--- config.mk ---
export PLATFORM = sky130hd
export DESIGN_NAME = mips_alu_sequencer
export DESIGN_NICKNAME = d
export VERILOG_FILES = /design/src/rtl/mips_alu_sequencer.sv
export SDC_FILE = /design/constraint.sdc
export NUM_CORES = 1
export LEC_CHECK = 0
export CORE_ASPECT_RATIO = 0.7
export CORE_UTILIZATION = 30
export DETAILED_ROUTE_END_ITERATION = 8
export GPL_ROUTABILITY_DRIVEN = 1
export GPL_TIMING_DRIVEN = 0
export HOLD_SLACK_MARGIN = 0.03
export PLACE_DENSITY = 0.6
export SLEW_MARGIN = 30
export SYNTH_ARGS = -nofsm -noshare
export SYNTH_HDL_FRONTEND = slang
export SYNTH_SLANG_ARGS = --single-unit
--- constraint.sdc ---
create_clock -name clk -period 17.2 [get_ports clk]
set_clock_uncertainty 0.05 [all_clocks]
set_input_delay 5.16 -clock clk [delete_from_list [all_inputs] [get_ports clk]]
set_output_delay 5.16 -clock clk [all_outputs]
set_load 0.05 [all_outputs]
--- src/rtl/mips_alu_sequencer.sv ---
// Multicycle issue/commit controller wrapped around an external MIPS ALU.
// Build with MIPS_ALU_OVF_TRAP_EN defined to enable the signed-overflow trap.
module mips_alu_sequencer #(
  parameter int DATA_W = 32,
  parameter int OP_W   = 4
) (
  input  logic              clk,
  input  logic              reset,
  input  logic              instr_valid,
  output logic              instr_ready,
  input  logic [31:0]       instr,
  input  logic [DATA_W-1:0] rs_data,
  input  logic [DATA_W-1:0] rt_data,
  output logic [OP_W-1:0]   ALUOp,
  output logic [DATA_W-1:0] content1,
  output logic [DATA_W-1:0] content2,
  input  logic [DATA_W-1:0] result,
  input  logic              signal_zero,
  output logic              done,
  output logic              wb_en,
  output logic [4:0]        wb_addr,
  output logic [DATA_W-1:0] wb_data,
  output logic              branch_taken,
  output logic [DATA_W-1:0] branch_offset,
  output logic              jump_en,
  output logic [DATA_W-1:0] jump_target,
  output logic              illegal,
  output logic              ovf_trap
);

  typedef enum logic [1:0] {
    S_IDLE,
    S_DECODE,
    S_EXEC,
    S_COMMIT
  } state_t;

  state_t r_state;
  state_t w_next;

  logic [5:0]        r_op;
  logic [4:0]        r_rt_f;
  logic [15:0]       r_imm;
  logic [DATA_W-1:0] r_rs;
  logic [DATA_W-1:0] r_rt;

  logic [OP_W-1:0]   r_aluop;
  logic [DATA_W-1:0] r_c1;
  logic [DATA_W-1:0] r_c2;
  logic [4:0]        r_wb_addr;
  logic [DATA_W-1:0] r_boff;
  logic [DATA_W-1:0] r_jt;
  logic              r_is_br;
  logic              r_is_jr;
  logic              r_is_ill;
  logic              r_is_add;
  logic              r_is_sub;

  logic [DATA_W-1:0] r_wb_data;
  logic              r_br_taken;
  logic              r_done;
  logic              r_wb_en;
  logic              r_jump_en;
  logic              r_illegal;
  logic              r_ovf;

  logic [5:0]        w_funct;
  logic [4:0]        w_rd;
  logic [4:0]        w_shamt;
  logic [DATA_W-1:0] w_sext;
  logic [DATA_W-1:0] w_zext;
  logic [DATA_W-1:0] w_shext;
  logic [DATA_W-1:0] w_boff;

  logic [OP_W-1:0]   w_aluop;
  logic [DATA_W-1:0] w_c1;
  logic [DATA_W-1:0] w_c2;
  logic [4:0]        w_dst;
  logic              w_br;
  logic              w_jr;
  logic              w_ill;
  logic              w_add;
  logic              w_sub;

  logic              w_ovf_raw;
  logic              w_ovf_en;
  logic              w_ovf;
  logic              w_wb_ok;

  assign w_funct = r_imm[5:0];
  assign w_rd    = r_imm[15:11];
  assign w_shamt = r_imm[10:6];
  assign w_sext  = {{(DATA_W-16){r_imm[15]}}, r_imm};
  assign w_zext  = {{(DATA_W-16){1'b0}}, r_imm};
  assign w_shext = {{(DATA_W-5){1'b0}}, w_shamt};
  assign w_boff  = {w_sext[DATA_W-3:0], 2'b00};

  always_comb begin
    w_aluop = '0;
    w_c1    = '0;
    w_c2    = '0;
    w_dst   = '0;
    w_br    = 1'b0;
    w_jr    = 1'b0;
    w_ill   = 1'b0;
    w_add   = 1'b0;
    w_sub   = 1'b0;
    case (r_op)
      6'h00: begin
        w_c1  = r_rs;
        w_c2  = r_rt;
        w_dst = w_rd;
        case (w_funct)
          6'h20: begin
            w_aluop = OP_W'(1);
            w_add   = 1'b1;
          end
          6'h21: w_aluop = OP_W'(11);
          6'h22: begin
            w_aluop = OP_W'(9);
            w_sub   = 1'b1;
          end
          6'h23: w_aluop = OP_W'(8);
          6'h24: w_aluop = OP_W'(2);
          6'h25: w_aluop = OP_W'(4);
          6'h27: w_aluop = OP_W'(3);
          6'h2A: w_aluop = OP_W'(5);
          6'h2B: w_aluop = OP_W'(10);
          6'h00: begin
            w_aluop = OP_W'(6);
            w_c1    = r_rt;
            w_c2    = w_shext;
          end
          6'h02: begin
            w_aluop = OP_W'(7);
            w_c1    = r_rt;
            w_c2    = w_shext;
          end
          6'h08: w_jr = 1'b1;
          default: begin
            w_ill = 1'b1;
            w_c1  = '0;
            w_c2  = '0;
            w_dst = '0;
          end
        endcase
      end
      6'h04, 6'h05: begin
        w_aluop = (r_op == 6'h04) ? OP_W'(12) : OP_W'(13);
        w_c1    = r_rs;
        w_c2    = r_rt;
        w_br    = 1'b1;
      end
      6'h08, 6'h09, 6'h0A, 6'h0B, 6'h0C, 6'h0D: begin
        w_c1  = r_rs;
        w_c2  = w_sext;
        w_dst = r_rt_f;
        case (r_op)
          6'h08: begin
            w_aluop = OP_W'(1);
            w_add   = 1'b1;
          end
          6'h09: w_aluop = OP_W'(11);
          6'h0A: w_aluop = OP_W'(5);
          6'h0B: w_aluop = OP_W'(10);
          6'h0C: begin
            w_aluop = OP_W'(2);
            w_c2    = w_zext;
          end
          default: begin
            w_aluop = OP_W'(4);
            w_c2    = w_zext;
          end
        endcase
      end
      default: w_ill = 1'b1;
    endcase
  end

  // Signed overflow seen against the operands actually presented to the ALU
  assign w_ovf_raw =
    (r_is_add & (r_c1[DATA_W-1] == r_c2[DATA_W-1])
              & (result[DATA_W-1] != r_c1[DATA_W-1])) |
    (r_is_sub & (r_c1[DATA_W-1] != r_c2[DATA_W-1])
              & (result[DATA_W-1] != r_c1[DATA_W-1]));

`ifdef MIPS_ALU_OVF_TRAP_EN
  assign w_ovf_en = 1'b1;
`else
  assign w_ovf_en = 1'b0;
`endif

  assign w_ovf   = w_ovf_raw & w_ovf_en;
  assign w_wb_ok = ~r_is_ill & ~r_is_br & ~r_is_jr
                 & (r_wb_addr != 5'd0) & ~w_ovf;

  always_ff @(posedge clk or posedge reset) begin
    if (reset) r_state <= S_IDLE;
    else       r_state <= w_next;
  end

  always_comb begin
    w_next = r_state;
    case (r_state)
      S_IDLE:   if (instr_valid) w_next = S_DECODE;
      S_DECODE: w_next = S_EXEC;
      S_EXEC:   w_next = S_COMMIT;
      S_COMMIT: w_next = S_IDLE;
      default:  w_next = S_IDLE;
    endcase
  end

  always_ff @(posedge clk or posedge reset) begin
    if (reset) begin
      r_op       <= '0;
      r_rt_f     <= '0;
      r_imm      <= '0;
      r_rs       <= '0;
      r_rt       <= '0;
      r_aluop    <= '0;
      r_c1       <= '0;
      r_c2       <= '0;
      r_wb_addr  <= '0;
      r_boff     <= '0;
      r_jt       <= '0;
      r_is_br    <= 1'b0;
      r_is_jr    <= 1'b0;
      r_is_ill   <= 1'b0;
      r_is_add   <= 1'b0;
      r_is_sub   <= 1'b0;
      r_wb_data  <= '0;
      r_br_taken <= 1'b0;
      r_done     <= 1'b0;
      r_wb_en    <= 1'b0;
      r_jump_en  <= 1'b0;
      r_illegal  <= 1'b0;
      r_ovf      <= 1'b0;
    end else begin
      case (r_state)
        S_IDLE: begin
          if (instr_valid) begin
            r_op   <= instr[31:26];
            r_rt_f <= instr[20:16];
            r_imm  <= instr[15:0];
            r_rs   <= rs_data;
            r_rt   <= rt_data;
          end
        end
        S_DECODE: begin
          r_aluop   <= w_aluop;
          r_c1      <= w_c1;
          r_c2      <= w_c2;
          r_wb_addr <= w_dst;
          r_boff    <= w_boff;
          r_jt      <= w_jr ? r_rs : '0;
          r_is_br   <= w_br;
          r_is_jr   <= w_jr;
          r_is_ill  <= w_ill;
          r_is_add  <= w_add;
          r_is_sub  <= w_sub;
        end
        S_EXEC: begin
          r_wb_data  <= result;
          r_br_taken <= r_is_br & signal_zero;
          r_done     <= 1'b1;
          r_wb_en    <= w_wb_ok;
          r_jump_en  <= r_is_jr;
          r_illegal  <= r_is_ill;
          r_ovf      <= w_ovf;
        end
        S_COMMIT: begin
          r_br_taken <= 1'b0;
          r_done     <= 1'b0;
          r_wb_en    <= 1'b0;
          r_jump_en  <= 1'b0;
          r_illegal  <= 1'b0;
          r_ovf      <= 1'b0;
          r_aluop    <= '0;
          r_c1       <= '0;
          r_c2       <= '0;
        end
        default: ;
      endcase
    end
  end

  assign instr_ready   = (r_state == S_IDLE);
  assign ALUOp         = r_aluop;
  assign content1      = r_c1;
  assign content2      = r_c2;
  assign done          = r_done;
  assign wb_en         = r_wb_en;
  assign wb_addr       = r_wb_addr;
  assign wb_data       = r_wb_data;
  assign branch_taken  = r_br_taken;
  assign branch_offset = r_boff;
  assign jump_en       = r_jump_en;
  assign jump_target   = r_jt;
  assign illegal       = r_illegal;
  assign ovf_trap      = r_ovf;

endmodule

==> metrics <==
outcome finished clean; leakage power total 6.73 nW; sequential share of the synthesized area 0.610; I/O pin total 308; register bit total from synthesis 254; clock buffer count from CTS 27; Reg2Reg Launch Point r_state[1]; data required time of the worst path 11.99 ns; number of I/O port buffers 299; final setup slack of the worst path 9.79 ns; final routed DRC violation total 0; vias after detailed routing 7496; total iterations of the first detailed-routing run 5; via count of the first global-routing pass 7613; share of async-settable or async-resettable flops after synthesis 1.00; CP Capture Type output pin; kind of start point of the critical path flip-flop; DRT iter0 DRCs 549; Final period util 0.431; maximum clock frequency 135 MHz; Post-CTS Hold Fix Bufs 0; cell taking the most area after synthesis sky130_fd_sc_hd__dfrtp_1; Starting Density 0.308; portion of total power attributed to the clock network 0.195; All-Layer GR Usage 0.184; Crit Path Max Fanout 16; number of buffers between clock root and the deepest sink 3; data arrival time of the critical path 2.20 ns; die extent in x 225 microns; clock sink count 254; root buf cell sky130_fd_sc_hd__clkbuf_16; total die area 0.0355 sq mm; Hold Startpoint ALUOp[0]; gate count of the mapped netlist 756; hold endpoint ALUOp[0]; total negative slack for setup checks 0 ns; routed wirelength normalized by instance count 20.7 microns; switch share 0.430; total inserted antenna cells 0; leftover overflow at the end of global routing 0; share of total power in sequential cells 0.346; largest cells by area after synthesis sky130_fd_sc_hd__dfrtp_1, sky130_fd_sc_hd__mux2_2, sky130_fd_sc_hd__a22o_1, sky130_fd_sc_hd__a21o_1, sky130_fd_sc_hd__a221o_1; most frequently used flop master after synthesis sky130_fd_sc_hd__dfrtp_1; Unique masters post-synth 48; RSZ-0062 raised after global routing false; number of rows in the core area 56; hold violation count in the final report 0; synth-to-layout area growth 43.4%; Post-synth top cells sky130_fd_sc_hd__dfrtp_1, sky130_fd_sc_hd__mux2_2, sky130_fd_sc_hd__a22o_1; Worst-Margin Slew 0.811 ns; logic gate share of total power 0.459; maximum number of pins on one net before global-route repair 86; number of cells traversed by the worst register-to-register path 8; setup slack, reg-to-reg 14.08 ns; clock period minus worst slack 7.41 ns; total half-perimeter wirelength after legalization and detailed placement 23900 microns; reg-to-reg endpoint content1[18]; number of flops mapped to enable cells by yosys 0; combined area of all synthesized cells 0.0104 sq mm; Worst-path clk slew 0.07 ns; CTS H-tree depth 1; Synth top area share 0.610; type of the worst min-delay path flip-flop to flip-flop; sum of routed wire length over all layers 32600 microns; max-cap violation count 0; final max-slew violation count 0; antenna-violating nets left 0; hold-critical path depth 2; post-placement setup slack 9.81 ns; TritonCTS clock tree yes; routed vias/inst 4.77; antenna violations before repair 0; crit path kind flip-flop to output pin; number of gates resized after cts 0; max_slew headroom 0.456; global-route wire length before repair 48900 microns; final weighted congestion of routability-driven global placement 0.831; Die Y 158 microns; Peak supply drop 0.000133 V; total power density per cell area 196 mW/mm^2; Layout Nets 1225; post-CTS setup-driven buffer insertion count 0; Post-Syn Area per Cell 13.8 sq um; ratio of cells with drive above 1 in the final layout 0.204; clock latency on the worst-skew pair 0.55 ns; Synthesis Warnings 0; count leader, synth sky130_fd_sc_hd__dfrtp_1; setup violators final 0; Pint 0.00167 W; NetSw 0.00126 W; Core Box Area 0.0338 sq mm
## kinds of logic (layout without fill, tap and decap cells)
kind of cell / count (synthesis) / count (layout) / synth area share
multiplexers: 141 / 141 / 0.152
AO/OA/AOI/OAI: 197 / 197 / 0.151
XOR/XNOR: 1 / 1 / 0.000841
buffers and inverters: 77 / 426 / 0.0411
flip-flops: 254 / 254 / 0.610
adder cells (fa/ha/maj): 4 / 4 / 0.00480
other: 1 / 3 / 0.000360
AND/OR/NAND/NOR: 81 / 81 / 0.0399
## how the worst max path moves through the flow
| stage | end | depth (start not counted) | startpoint |
|---|---|---|---|
| final | branch_offset[30] | 2 | branch_offset[17] |
| after global routing | branch_offset[21] | 2 | branch_offset[17] |
| after CTS | branch_offset[30] | 2 | branch_offset[17] |
| after detailed placement | r_op[5] | 4 | instr_valid |
| after global placement | r_rs[25] | 2 | reset |
| after floorplan | ALUOp[0] | 1 | reset |
## sequential cells by signal (all words and copies together) (netlist names), 6 cells and up
register       cells
content1          32
content2          32
jump_target       32
r_rs              32
r_rt              32
wb_data           32
branch_offset     16
r_imm             16
r_op               6
## worst max-delay path, stage by stage (launching register included)
cell,delay (ns)
sky130_fd_sc_hd__dfrtp_1,0.66
sky130_fd_sc_hd__buf_4,0.19
sky130_fd_sc_hd__clkdlybuf4s50_1,0.80
## power by group through the flow
stage	Clock, W	Combinational, W	Sequential (W)
finish	0.000571	0.00134	0.00101
global route	0.000614	0.00142	0.00104
CTS	0.000590	0.00136	0.00101
detailed placement	0	0.00135	0.00102
global placement	0	0.00133	0.00102
floorplan	0	0.000565	0.00131
## cells in the final DEF (no fill, tap or decap), types with 6 or more instances in the layout
cell type and n:
sky130_fd_sc_hd__clkbuf_16 27, sky130_fd_sc_hd__nor2b_1 10, sky130_fd_sc_hd__nand2b_1 6, sky130_fd_sc_hd__mux2_2 139, sky130_fd_sc_hd__a221o_1 18, sky130_fd_sc_hd__o21ai_0 10, sky130_fd_sc_hd__a21o_1 53, sky130_fd_sc_hd__a21oi_1 15
sky130_fd_sc_hd__dfrtp_1 254, sky130_fd_sc_hd__a22o_1 76, sky130_fd_sc_hd__buf_1 6, sky130_fd_sc_hd__buf_2 8, sky130_fd_sc_hd__buf_4 17, sky130_fd_sc_hd__clkbuf_1 37, sky130_fd_sc_hd__clkinv_2 7, sky130_fd_sc_hd__nor2_1 22
sky130_fd_sc_hd__nand2_1 21, sky130_fd_sc_hd__clkdlybuf4s50_1 299
## through the flow
step                      std cells  power [W]  cell area (sq um)  hold slack, ns  utilization
after floorplan                 758    0.00187              10400           0.417            -
after global placement         1521    0.00235              14000           0.425        0.414
after detailed placement       1524    0.00237              14100           0.436        0.417
after CTS                      1571    0.00296              14900           0.449        0.442
after global routing           1571    0.00308              14900           0.464        0.442
final                          1571    0.00293              14900           0.448        0.442
## layout make-up
| cell class | instances | area [sq um] |
|---|---|---|
| sequential | 254 | 6360 |
| inverter | 7 | 33.8 |
| buffer | 70 | 402 |
| clock inverter | 18 | 168 |
| multi-input combinational | 427 | 3650 |
| tap | 464 | 581 |
| clock buffer | 29 | 683 |
| timing repair buffer | 302 | 3080 |
| fill | 3111 | 18900 |
## per-layer routing
| layer | routed length (microns) | vias up | GRT usage |
|---|---|---|---|
| met4 | 592 | 0 | 0.0353 |
| met1 | 16200 | 3822 | 0.278 |
| met3 | 1730 | 40 | 0.0382 |
| met2 | 14100 | 203 | 0.270 |
| li1 | - | 3431 | - |
| met5 | 0 | - | 0 |
Power figures use the tool's default switching activity.
